File: src/rtl/rca_nibble_serial_controller.sv
// Nibble-serial W-bit add/subtract sequencer driving one shared external 4-bit ripple-carry adder.
// Operands are processed LSB nibble first, one nibble per clock, with a registered inter-nibble carry.
module rca_nibble_serial_controller #(
    parameter int NIBBLES = 4
) (
    input  logic                   clk,
    input  logic                   rst_n,
    input  logic                   req_valid,
    output logic                   req_ready,
    input  logic [4*NIBBLES-1:0]   req_a,
    input  logic [4*NIBBLES-1:0]   req_b,
    input  logic                   req_cin,
    input  logic                   req_sub,
    output logic                   rsp_valid,
    input  logic                   rsp_ready,
    output logic [4*NIBBLES-1:0]   rsp_sum,
    output logic                   rsp_cout,
    output logic                   rsp_ovf,
    output logic [3:0]             add_a,
    output logic [3:0]             add_b,
    output logic                   add_cin,
    input  logic [3:0]             add_sum,
    input  logic                   add_cout
);

    localparam int W     = 4 * NIBBLES;
    localparam int IDX_W = (NIBBLES > 1) ? $clog2(NIBBLES) : 1;

    localparam logic [1:0] ST_IDLE = 2'd0;
    localparam logic [1:0] ST_RUN  = 2'd1;
    localparam logic [1:0] ST_DONE = 2'd2;

    localparam logic [IDX_W-1:0] IDX_LAST = IDX_W'(NIBBLES - 1);

    logic [1:0]       state_reg;
    logic [IDX_W-1:0] idx_reg;
    logic [W-1:0]     a_reg;
    logic [W-1:0]     b_reg;
    logic [W-1:0]     sum_reg;
    logic             carry_reg;
    logic [W-1:0]     rsp_sum_reg;
    logic             rsp_cout_reg;
    logic             rsp_ovf_reg;

    logic [3:0]       a_nib [NIBBLES];
    logic [3:0]       b_nib [NIBBLES];
    logic [W-1:0]     sum_next;
    logic [3:0]       a_sel;
    logic [3:0]       b_sel;
    logic             in_run;
    logic             last_nibble;
    logic             ovf_next;

    // Slice the operands into nibbles and splice the adder result into the current slot.
    generate
        for (genvar gi = 0; gi < NIBBLES; gi++) begin : g_nib
            assign a_nib[gi] = a_reg[4*gi +: 4];
            assign b_nib[gi] = b_reg[4*gi +: 4];
            assign sum_next[4*gi +: 4] = (idx_reg == IDX_W'(gi)) ? add_sum : sum_reg[4*gi +: 4];
        end
    endgenerate

    always_comb begin
        a_sel = 4'd0;
        b_sel = 4'd0;
        for (int i = 0; i < NIBBLES; i++) begin
            if (idx_reg == IDX_W'(i)) begin
                a_sel = a_nib[i];
                b_sel = b_nib[i];
            end
        end
    end

    assign in_run      = (state_reg == ST_RUN);
    assign last_nibble = in_run && (idx_reg == IDX_LAST);

    // b_reg already holds ~B for subtraction, so one overflow rule covers both operations.
    assign ovf_next = (a_reg[W-1] == b_reg[W-1]) && (sum_next[W-1] != a_reg[W-1]);

    assign add_a     = in_run ? a_sel : 4'd0;
    assign add_b     = in_run ? b_sel : 4'd0;
    assign add_cin   = in_run ? carry_reg : 1'b0;

    assign req_ready = (state_reg == ST_IDLE);
    assign rsp_valid = (state_reg == ST_DONE);
    assign rsp_sum   = rsp_sum_reg;
    assign rsp_cout  = rsp_cout_reg;
    assign rsp_ovf   = rsp_ovf_reg;

    always_ff @(posedge clk or negedge rst_n) begin
        if (!rst_n) begin
            state_reg    <= ST_IDLE;
            idx_reg      <= '0;
            a_reg        <= '0;
            b_reg        <= '0;
            sum_reg      <= '0;
            carry_reg    <= 1'b0;
            rsp_sum_reg  <= '0;
            rsp_cout_reg <= 1'b0;
            rsp_ovf_reg  <= 1'b0;
        end else begin
            case (state_reg)
                ST_IDLE: begin
                    if (req_valid) begin
                        a_reg     <= req_a;
                        b_reg     <= req_sub ? ~req_b : req_b;
                        carry_reg <= req_sub ? 1'b1 : req_cin;
                        idx_reg   <= '0;
                        sum_reg   <= '0;
                        state_reg <= ST_RUN;
                    end
                end
                ST_RUN: begin
                    sum_reg   <= sum_next;
                    carry_reg <= add_cout;
                    if (last_nibble) begin
                        // Response registers load only here so they hold between operations.
                        idx_reg      <= '0;
                        rsp_sum_reg  <= sum_next;
                        rsp_cout_reg <= add_cout;
                        rsp_ovf_reg  <= ovf_next;
                        state_reg    <= ST_DONE;
                    end else begin
                        idx_reg <= idx_reg + IDX_W'(1);
                    end
                end
                ST_DONE: begin
                    if (rsp_ready) begin
                        state_reg <= ST_IDLE;
                    end
                end
                default: begin
                    state_reg <= ST_IDLE;
                end
            endcase
        end
    end

endmodule

File: config.mk
export PLATFORM = sky130hd
export DESIGN_NAME = rca_nibble_serial_controller
export DESIGN_NICKNAME = d
export VERILOG_FILES = /design/src/rtl/rca_nibble_serial_controller.sv
export SDC_FILE = /design/constraint.sdc
export NUM_CORES = 1
export LEC_CHECK = 0
export CORE_ASPECT_RATIO = 1.25
export CORE_UTILIZATION = 55
export CTS_BUF_LIST = sky130_fd_sc_hd__clkbuf_4
export CTS_CLUSTER_DIAMETER = 200
export CTS_CLUSTER_SIZE = 10
export DETAILED_ROUTE_END_ITERATION = 6
export PLACE_DENSITY = 0.86
export SLEW_MARGIN = 20
export SYNTH_ARGS = -nofsm -noshare
export SYNTH_HDL_FRONTEND = slang
export SYNTH_SLANG_ARGS = --single-unit
File: constraint.sdc
create_clock -name clk -period 2.8 [get_ports clk]
set_input_delay 0.56 -clock clk [delete_from_list [all_inputs] [get_ports clk]]
set_output_delay 0.56 -clock clk [all_outputs]
set_load 0.01 [all_outputs]
==> reports/qor.yml, run 1 <==
status:
  status: "finished with violations"
  violations_in_the_final_reports: "DRC"
synth:
  synth_cell_type_count: 31
  yosysMostFrequentCell: "sky130_fd_sc_hd__dfrtp_1"
  ys_seq_area_share_pct: 51.1
  synth-main-ff-cell: "sky130_fd_sc_hd__dfrtp_1"
  post_synth_instance_area_sq_um: 3280
  synth_edf_count: 0
  postSynthCellCount: 296
  synth_fp_nets: 343
  postSynth.asyncResetShare_pct: 100
  post_synth_most_frequent_cells: "sky130_fd_sc_hd__dfrtp_1, sky130_fd_sc_hd__a21oi_1, sky130_fd_sc_hd__o21ai_0"
  yosysTopAreaCellShare_pct: 51.1
  yosysWarningCount: 0
  synth.ff_latch_count: 67
  post_synth.cell_area_avg_sq_um: 11.1
  yosys.area.top_type: "sky130_fd_sc_hd__dfrtp_1"
  synth.area.top_cells: "sky130_fd_sc_hd__dfrtp_1, sky130_fd_sc_hd__mux2_2, sky130_fd_sc_hd__a21oi_1"
floorplanning:
  fp.dieW_microns: 71.1
  placement_rows: 31
  floorplan.initialDensity_pct: 56.7
  io_pins: 72
  die_height_microns: 88.3
  die_area_sq_um: 6270
  core_region_area_sq_um: 5780
drt:
  number_of_remaining_drc_errors: 5
  route.antenna.remaining_nets: 0
  initialDrtViolationCount: 137
  first_pass_iters: 7
  wl_per_cell_microns: 15.3
  routed_via_density: 5.62
  detailroute.via_count: 2444
  wirelength_mm: 6.66
cells_and_area:
  synthToLayoutAreaGrowth_pct: 26.2
  filler_cell_count: 434
  antennaDiodeCount: 0
  layout-drive-gt1-share_pct: 15.4
  nets: 411
power:
  power.density_cell_area_nw_per_um2: 1080
  p_leak_nw: 1.89
  total_power_mw: 4.46
  peakVddDrop_mv: 0.644
timing:
  upper_clock_frequency_limit_mhz: 372
  period_minus_slack_ns: 2.69
  final-max-slew-violation-count: 0
  max_slew.worst_pin.slew_ns: 0.383
  maxSlewHeadroom_pct: 74.4
  clock_skew_ns: 0.0106
  period_share_pct: 96.0
  finalSetupViolations: 0
  final_report_hold_violation_count: 0
  rsz0062_at_grt: "no"
  totalNegativeSetupSlack_ns: 0
critical_path:
  worst_r2r_path_depth: 4
  critical_path.max_fanout: 6
  worstSetupEndpoint: "add_a[2]"
  worstSetupStartpointType: "flop"
  r2r-start: "state_reg[1]"
  reg_to_reg_endpoint: "a_reg[5]"
  worstSetupPathType: "flop to output port"
  setup.worst_path.start: "idx_reg[0]"
  critical_path.endpoint_type: "output port"
  arrival_time_worst_endpoint_ns: 2.13
  ff2ff_setup_slack_ns: 1.15
  worst-endpoint-required_ns: 2.24
global_route:
  grt-ovfl-total: 0
  antenna_found_initial: 0
  globalRouteMet1Util_pct: 29.3
  met3_usage_pct: 6.72
  grt_util_all_layers_pct: 23.6
  met2_usage_pct: 39.1
  grt_max_degree: 56
  grt_pass1_wl_mm: 11.2
  top_usage_layer: "met2"
  via_count_of_the_first_global_routing_pass: 2365
clock_tree:
  clockRootBuffer: "sky130_fd_sc_hd__clkbuf_4"
  cts_max_level: 3
  tritoncts_num_sinks: 67
  number_of_buffers_inserted_during_clock_tree_synthesis: 9
  tritoncts: "done"
  clk-insertion-delay-late_ns: 0.41
  cts_hold_repair.buffers: 0
  max-clock-path-buffers: 2
  cts.reportedPaths.clkPinSlew_ns: 0.10
place:
  gpl.final_weighted_congestion: 0.736
  port_buffers: 71
  dp_hpwl_mm: 4.54
flow_run:
  max_cap_violations: 0
min_path:
  min-delay-path-class: "input pin to async pin"
-- worst min-delay path by stage --
stage | from | to | slack, ns | cells past startpoint
3_3_place_gp | carry_reg | carry_reg | 0.46 | 2
5_1_grt | rst_n | a_reg[7] | 0.04 | 1
6_report | rst_n | a_reg[7] | 0.03 | 1
2_1_floorplan | rst_n | a_reg[0] | 0.26 | 0
3_5_place_dp | rst_n | a_reg[7] | 0.47 | 1
4_1_cts | rst_n | a_reg[7] | 0.02 | 1
-- report_power, final --
part           internal [mW]  switching [mW]
sequential              1.41           0.253
clock                  0.205           0.325
combinational           1.20            1.06
total                   2.81            1.64
-- per-layer routing --
metal | up-vias | wire length [microns] | share of wire (%)
li1 | 1171 | - | -
met1 | 1172 | 2880 | 43
met2 | 91 | 3260 | 49
met3 | 10 | 413 | 6.2
met4 | 0 | 107 | 1.6
met5 | - | 0 | 0
-- layout by cell type, fill, tap and decap left out, types with 2 or more instances in the layout --
cell type                         instances
sky130_fd_sc_hd__mux2_4                   3
sky130_fd_sc_hd__nor2b_1                 16
sky130_fd_sc_hd__clkinv_1                 2
sky130_fd_sc_hd__a221oi_1                 7
sky130_fd_sc_hd__nor3b_4                  2
sky130_fd_sc_hd__nand2b_1                 2
sky130_fd_sc_hd__a21oi_1                 29
sky130_fd_sc_hd__o21ai_0                 23
sky130_fd_sc_hd__clkinv_2                 2
sky130_fd_sc_hd__buf_12                   2
sky130_fd_sc_hd__a22o_1                  13
sky130_fd_sc_hd__a21o_1                  12
sky130_fd_sc_hd__o2bb2ai_1                8
sky130_fd_sc_hd__nor2_1                  19
sky130_fd_sc_hd__xnor2_1                 16
sky130_fd_sc_hd__dfrtp_1                 67
sky130_fd_sc_hd__clkdlybuf4s50_1         62
sky130_fd_sc_hd__buf_4                    9
sky130_fd_sc_hd__nand2_1                 17
sky130_fd_sc_hd__inv_1                    3
sky130_fd_sc_hd__dlygate4sd2_1            6
sky130_fd_sc_hd__mux2_2                  17
sky130_fd_sc_hd__dlymetal6s2s_1           2
sky130_fd_sc_hd__clkbuf_4                12
sky130_fd_sc_hd__ha_1                     3
-- cells by family after synthesis --
group,Yosys count,share of synthesized area [%]
AOI/OAI and AO/OA,95,19.3
xor gates and xnor gates,16,4.27
adders and majority gates,4,1.53
buffers and inverters,30,5.65
DFF,67,51.1
muxes,21,7.56
and+or+nand+nor,63,10.6
-- what timing repair did --
action | CTS | global route
pin swaps | 1 | 0
setup buffers | 4 | 0
endpoints found under the setup margin | 8 | 4
gates resized for setup | 11 | 4
endpoints found under the hold margin | 0 | 0
-- through the flow --
stage	cells	area (sq um)	setup slack, ns	utilization [%]	hold WS, ns
2_1_floorplan	296	3280	0.797	-	0.264
3_3_place_gp	415	3980	0.149	68.9	0.459
3_5_place_dp	415	3980	0.0262	68.9	0.469
4_1_cts	435	4130	0.00155	71.4	0.0241
5_1_grt	435	4140	0.0338	71.6	0.0371
6_report	435	4140	0.112	71.6	0.0336
-- worst max-delay path, cell delays in order (launching register included) --
cell	delay, ns
sky130_fd_sc_hd__dfrtp_1	0.43
sky130_fd_sc_hd__inv_2	0.07
sky130_fd_sc_hd__ha_1	0.22
sky130_fd_sc_hd__nor2b_4	0.16
sky130_fd_sc_hd__buf_4	0.15
sky130_fd_sc_hd__a221oi_1	0.29
sky130_fd_sc_hd__o2bb2ai_1	0.12
sky130_fd_sc_hd__dlygate4sd2_1	0.29
-- area by class of cell --
cell class                 count  area [sq um]  area share [%]
clock inverter                 4          17.5           0.423
clock buffer                  12          90.1            2.18
tap                           66          82.6            2.00
sequential                    67          1680            40.5
inverter                       4          15.0           0.363
multi-input combinational    199          1430            34.7
timing repair buffer          83           822            19.9
(Power assumes the default switching activity.)
==> run 2, diff against run 1 <==
--- a/config.mk
+++ b/config.mk
@@ -6,13 +6,13 @@
 export NUM_CORES = 1
 export LEC_CHECK = 0
 export CORE_ASPECT_RATIO = 1.25
+export CORE_MARGIN = 10
 export CORE_UTILIZATION = 55
 export CTS_BUF_LIST = sky130_fd_sc_hd__clkbuf_4
 export CTS_CLUSTER_DIAMETER = 200
 export CTS_CLUSTER_SIZE = 10
 export DETAILED_ROUTE_END_ITERATION = 6
 export PLACE_DENSITY = 0.86
-export SLEW_MARGIN = 20
 export SYNTH_ARGS = -nofsm -noshare
 export SYNTH_HDL_FRONTEND = slang
 export SYNTH_SLANG_ARGS = --single-unit
==> reports/qor.yml, run 2 (same netlist as run 1, synthesis figures left out) <==
critical_path:
  setup.worst_path.start: "idx_reg[0]"
  r2r-start: "idx_reg[1]"
  worst_r2r_path_depth: 6
  arrival_time_worst_endpoint_ns: 2.13
  crit_chain: "inv_1, ha_1, nor2b_4, buf_4, a221oi_1, o2bb2ai_1, dlygate4sd2_1"
  worstSetupPathType: "flop to output port"
  critical_path.max_fanout: 6
  critical_path.endpoint_type: "output port"
  worstSetupStartpointType: "flop"
  reg_to_reg_endpoint: "sum_reg[5]"
  worst-endpoint-required_ns: 2.24
  ff2ff_setup_slack_ns: 1.15
  critical_path.max_stage_delay_ns: 0.41
  critical-path-slowest-cell: "sky130_fd_sc_hd__dfrtp_1"
floorplanning:
  core_region_area_sq_um: 5780
  die_height_microns: 106
  fp.dieW_microns: 89.1
  die_area_sq_um: 9470
  io_pins: 72
  placement_rows: 31
  floorplan.initialDensity_pct: 56.7
place:
  port_buffers: 71
  dp_hpwl_mm: 5.41
  gpl.final_weighted_congestion: 0.778
  placedInstanceArea_sq_um: 3980
power:
  sequentialPowerShare_pct: 36.5
  cell_internal_power_mw: 2.88
  power.density_cell_area_nw_per_um2: 1100
  comb_power_share_pct: 50.0
  p_leak_nw: 1.87
  peakVddDrop_mv: 0.561
  p_clk_share_pct: 13.5
  p_sw_share_pct: 36.9
  switching_power_mw: 1.68
drt:
  number_of_remaining_drc_errors: 0
  wl_per_cell_microns: 17.0
  initialDrtViolationCount: 117
  route.antenna.remaining_nets: 0
  detailroute.via_count: 2468
  first_pass_iters: 4
  routed_via_density: 5.66
  wirelength_mm: 7.43
clock_tree:
  clk-insertion-delay-late_ns: 0.42
  number_of_buffers_inserted_during_clock_tree_synthesis: 9
  clockRootBuffer: "sky130_fd_sc_hd__clkbuf_4"
  cts_max_level: 3
  cts_hold_repair.buffers: 0
  tritoncts_num_sinks: 67
  cts.reportedPaths.clkPinSlew_ns: 0.11
  max-clock-path-buffers: 2
  tritoncts: "done"
timing:
  timing.hold.ws_ns: 0.0823
  upper_clock_frequency_limit_mhz: 372
  final_report_hold_violation_count: 0
  period_share_pct: 96.1
  rsz0062_at_grt: "yes"
  clock_skew_ns: 0.0106
  maxSlewHeadroom_pct: 67.5
  period_minus_slack_ns: 2.69
  max_slew.worst_pin.slew_ns: 0.488
  finalSetupViolations: 0
  final-max-slew-violation-count: 0
  totalNegativeSetupSlack_ns: 0
cells_and_area:
  layout-drive-gt1-share_pct: 15.7
  nets: 413
  filler_cell_count: 438
  synthToLayoutAreaGrowth_pct: 26.5
  antennaDiodeCount: 0
  post-route-cell-area_sq_um: 4150
  most_common_cell_after_layout_fill_and_taps_aside: "sky130_fd_sc_hd__dfrtp_1"
  most-common-layout-cells: "sky130_fd_sc_hd__dfrtp_1, sky130_fd_sc_hd__clkdlybuf4s50_1, sky130_fd_sc_hd__a21oi_1"
global_route:
  grt_max_degree: 50
  antenna_found_initial: 0
  via_count_of_the_first_global_routing_pass: 2635
  grt_pass1_wl_mm: 12.3
  grt_util_all_layers_pct: 16.6
  grt-ovfl-total: 0
flow_run:
  max_cap_violations: 0
status:
  status: "completed"
min_path:
  min-delay-path-class: "input pin to async pin"
run 2: cell count changes in the layout (fill, tap and decap cells not counted), sizes merged:
cell / change
buf: +2
bufinv: +1
clkinv: -1
clkdlybuf4s15: +2
dlymetal6s2s: -2
dlygate4sd2: -1
run 2: per-layer routing:
| layer | vias to the layer above | share of wire (%) | track usage (%) | wire length, microns |
|---|---|---|---|---|
| met5 | - | 0 | 0 | 0 |
| met4 | 0 | 2.3 | 6.38 | 170 |
| met3 | 17 | 7.2 | 6.57 | 533 |
| met2 | 80 | 50 | 27.6 | 3680 |
| met1 | 1198 | 41 | 18.5 | 3050 |
| li1 | 1173 | - | - | - |
run 2: area by class of cell:
type / count / area, sq um / share of cell area [%]
well taps: 66 / 82.6 / 1.99
flip-flops and latches: 67 / 1680 / 40.4
inverters: 4 / 15.0 / 0.362
multi-input cells: 199 / 1430 / 34.6
clock buffers: 11 / 82.6 / 1.99
clock inverters: 4 / 42.5 / 1.03
repair buffers: 85 / 812 / 19.6
run 2: worst max-delay path by stage:
stage / to / slack (ns) / cells past startpoint
global route: add_a[2] / -0.006 / 7
detailed placement: add_b[3] / 0.05 / 6
CTS: add_b[3] / 0.04 / 7
global placement: add_a[2] / 0.19 / 6
floorplan: add_b[0] / 0.80 / 7
finish: add_b[1] / 0.11 / 7
run 2: per-stage QoR:
step | total power, mW | instances | util, % | setup slack, ns
6_report | 4.56 | 436 | 71.7 | 0.109
5_1_grt | 4.90 | 436 | 71.7 | -0.00601
4_1_cts | 4.57 | 435 | 71.5 | 0.0367
3_5_place_dp | 3.96 | 417 | 68.9 | 0.0465
3_3_place_gp | 3.86 | 417 | 68.9 | 0.195
2_1_floorplan | 3.10 | 296 | - | 0.797
run 2: worst max-delay path, delay by kind of cell (launching register included):
kind | cells | cell delay [ns]
compound gates | 2 | 0.38
simple gates | 1 | 0.16
buf+inv | 3 | 0.54
fa+ha+maj | 1 | 0.22
flops | 1 | 0.41
run 2: what timing repair did:
action,CTS,global route
gates resized for setup,12,5
setup endpoints to repair,8,4
pin swaps,1,0
hold endpoints to repair,0,0
setup buffers,3,1
run 2: power by group through the flow:
stage          registers (mW)  logic [mW]  clock network (mW)
3_3_place_gp             1.65        2.21                   0
4_1_cts                  1.67        2.28               0.622
3_5_place_dp             1.68        2.28                   0
2_1_floorplan            1.67        1.43                   0
6_report                 1.66        2.28               0.618
5_1_grt                  1.72        2.51               0.666
==> run 3, diff against run 2 <==
--- a/config.mk
+++ b/config.mk
@@ -7,12 +7,12 @@
 export LEC_CHECK = 0
 export CORE_ASPECT_RATIO = 1.25
 export CORE_MARGIN = 10
-export CORE_UTILIZATION = 55
+export CORE_UTILIZATION = 44
 export CTS_BUF_LIST = sky130_fd_sc_hd__clkbuf_4
 export CTS_CLUSTER_DIAMETER = 200
 export CTS_CLUSTER_SIZE = 10
 export DETAILED_ROUTE_END_ITERATION = 6
-export PLACE_DENSITY = 0.86
+export PLACE_DENSITY = 0.71
 export SYNTH_ARGS = -nofsm -noshare
 export SYNTH_HDL_FRONTEND = slang
 export SYNTH_SLANG_ARGS = --single-unit
==> reports/qor.yml, run 3 (same netlist as run 1, synthesis figures left out) <==
status:
  status: "completed"
critical_path:
  timing.critical_path.mode_cell: "sky130_fd_sc_hd__buf_4"
  crit_chain: "buf_4, ha_1, buf_4, a221oi_1, o2bb2ai_1, dlygate4sd2_1"
  worstSetupPathType: "flop to output port"
  arrival_time_worst_endpoint_ns: 2.10
  critical_path.endpoint_type: "output port"
  critical_path.max_stage_delay_ns: 0.41
  worstSetupStartpointType: "flop"
  critical_path.top_delay_family: "buffers and inverters"
  worst-endpoint-required_ns: 2.24
  critical_path.max_fanout: 17
  timing.critical_path.buf_inv: 3
  critical-path-slowest-cell: "sky130_fd_sc_hd__dfrtp_1"
drt:
  wl_per_cell_microns: 16.1
  first_pass_iters: 5
  detailroute.via_count: 2423
  number_of_remaining_drc_errors: 0
  route.antenna.remaining_nets: 0
  routed_via_density: 5.22
  wirelength_mm: 7.48
  initialDrtViolationCount: 60
clock_tree:
  cts.reportedPaths.clkPinSlew_ns: 0.11
  tritoncts: "done"
  clk-insertion-delay-late_ns: 0.41
  max-clock-path-buffers: 2
  cts_max_level: 3
  number_of_buffers_inserted_during_clock_tree_synthesis: 9
  tritoncts_num_sinks: 67
  cts_hold_repair.buffers: 0
  clockRootBuffer: "sky130_fd_sc_hd__clkbuf_4"
power:
  power.density_cell_area_nw_per_um2: 1110
  peakVddDrop_mv: 0.544
  p_leak_nw: 1.89
  total_power_mw: 4.69
global_route:
  via_count_of_the_first_global_routing_pass: 2540
  antenna_found_initial: 0
  globalRouteMet1Util_pct: 15.5
  grt-ovfl-total: 0
  grt_max_degree: 68
  top_usage_layer: "met2"
  grt_pass1_wl_mm: 12.5
  met2_usage_pct: 22.2
  grt_util_all_layers_pct: 13.5
  met3_usage_pct: 4.67
timing:
  rsz0062_at_grt: "no"
  final_report_hold_violation_count: 0
  upper_clock_frequency_limit_mhz: 376
  maxSlewHeadroom_pct: 73.4
  finalSetupViolations: 0
  clock_skew_ns: 0.00997
  period_share_pct: 95.1
  post-route-worst-setup-slack_ns: 0.138
  timing.hold.ws_ns: 0.160
  period_minus_slack_ns: 2.66
  final-max-slew-violation-count: 0
  max_slew.worst_pin.slew_ns: 0.398
  totalNegativeSetupSlack_ns: 0
place:
  port_buffers: 71
  dp_hpwl_mm: 5.40
  placed_cells: 442
  pre_cts_ws_ns: 0.0619
  gpl.final_weighted_congestion: 0.770
floorplanning:
  die_area_sq_um: 11300
  floorplan.initialDensity_pct: 44.8
  placement_rows: 35
  die_height_microns: 117
  io_pins: 72
  fp.dieW_microns: 97.2
  core_region_area_sq_um: 7310
cells_and_area:
  filler_cell_count: 654
  most-common-layout-cells: "sky130_fd_sc_hd__dfrtp_1, sky130_fd_sc_hd__clkdlybuf4s50_1, sky130_fd_sc_hd__a21oi_1"
  antennaDiodeCount: 0
  layout-drive-gt1-share_pct: 15.6
  most_common_cell_after_layout_fill_and_taps_aside: "sky130_fd_sc_hd__dfrtp_1"
  finish.cell_count_without_fillers: 464
  nets: 414
  synthToLayoutAreaGrowth_pct: 29.4
flow_run:
  max_cap_violations: 0
min_path:
  min-delay-path-class: "input pin to async pin"
run 3: cell types whose count changed in the layout (fill, tap and decap cells not counted):
| cell | previous run | this run |
|---|---|---|
| sky130_fd_sc_hd__a221oi_1 | 7 | 6 |
| sky130_fd_sc_hd__a221oi_2 | 1 | 2 |
| sky130_fd_sc_hd__buf_12 | 1 | 3 |
| sky130_fd_sc_hd__buf_4 | 13 | 12 |
| sky130_fd_sc_hd__bufinv_16 | 1 | 2 |
| sky130_fd_sc_hd__clkbuf_2 | 1 | 0 |
| sky130_fd_sc_hd__clkbuf_4 | 11 | 9 |
| sky130_fd_sc_hd__clkdlybuf4s15_1 | 2 | 0 |
| sky130_fd_sc_hd__clkinv_1 | 2 | 4 |
| sky130_fd_sc_hd__clkinv_2 | 1 | 0 |
| sky130_fd_sc_hd__clkinvlp_4 | 0 | 1 |
| sky130_fd_sc_hd__dlygate4sd2_1 | 5 | 8 |
run 3: power breakdown:
| group | switching [mW] | internal [mW] |
|---|---|---|
| Clock | 0.341 | 0.351 |
| Sequential | 0.250 | 1.41 |
| Combinational | 1.10 | 1.24 |
| Total | 1.69 | 3.00 |
run 3: final cells by class:
cell class,instances,area [sq um],share of cell area (%)
Inverter,4,15.0,0.354
Sequential cell,67,1680,39.5
Clock buffer,9,67.6,1.59
Tap cell,92,115,2.71
Clock inverter,7,82.6,1.95
Timing Repair Buffer,86,846,19.9
Multi-Input combinational cell,199,1440,33.9
run 3: per-stage QoR:
| step | instance area, sq um | utilization (%) |
|---|---|---|
| after floorplan | 3280 | - |
| after global placement | 4020 | 55.0 |
| after detailed placement | 4020 | 55.0 |
| after CTS | 4210 | 57.5 |
| after global routing | 4240 | 58.0 |
| final | 4240 | 58.0 |
run 3: what timing repair did:
item / in CTS / in global routing
setup endpoints to repair: 8 / 3
gates resized for setup: 13 / 1
gates cloned: 0 / 0
pin swaps: 1 / 0
buffers inserted: 2 / 4
run 3: routing by layer:
layer	share of wire, %	vias up
met5	0	-
met4	1.2	0
met1	42	1165
met2	49	75
li1	-	1175
met3	7.8	8
run 3: worst paths after layout:
| check | from | endpoint | slack [ns] | depth (start not counted) |
|---|---|---|---|---|
| min in group clk | rsp_sum[7] | rsp_sum[7] | 0.49 | 2 |
| max reg2reg | idx_reg[0] | sum_reg[5] | 1.13 | 6 |
| max in group asynchronous | rst_n | b_reg[3] | 2.37 | 2 |
| min | rst_n | rsp_sum[1] | 0.16 | 2 |
| min reg2reg | rsp_sum[7] | rsp_sum[7] | 0.49 | 2 |
| max | idx_reg[0] | add_b[3] | 0.14 | 6 |
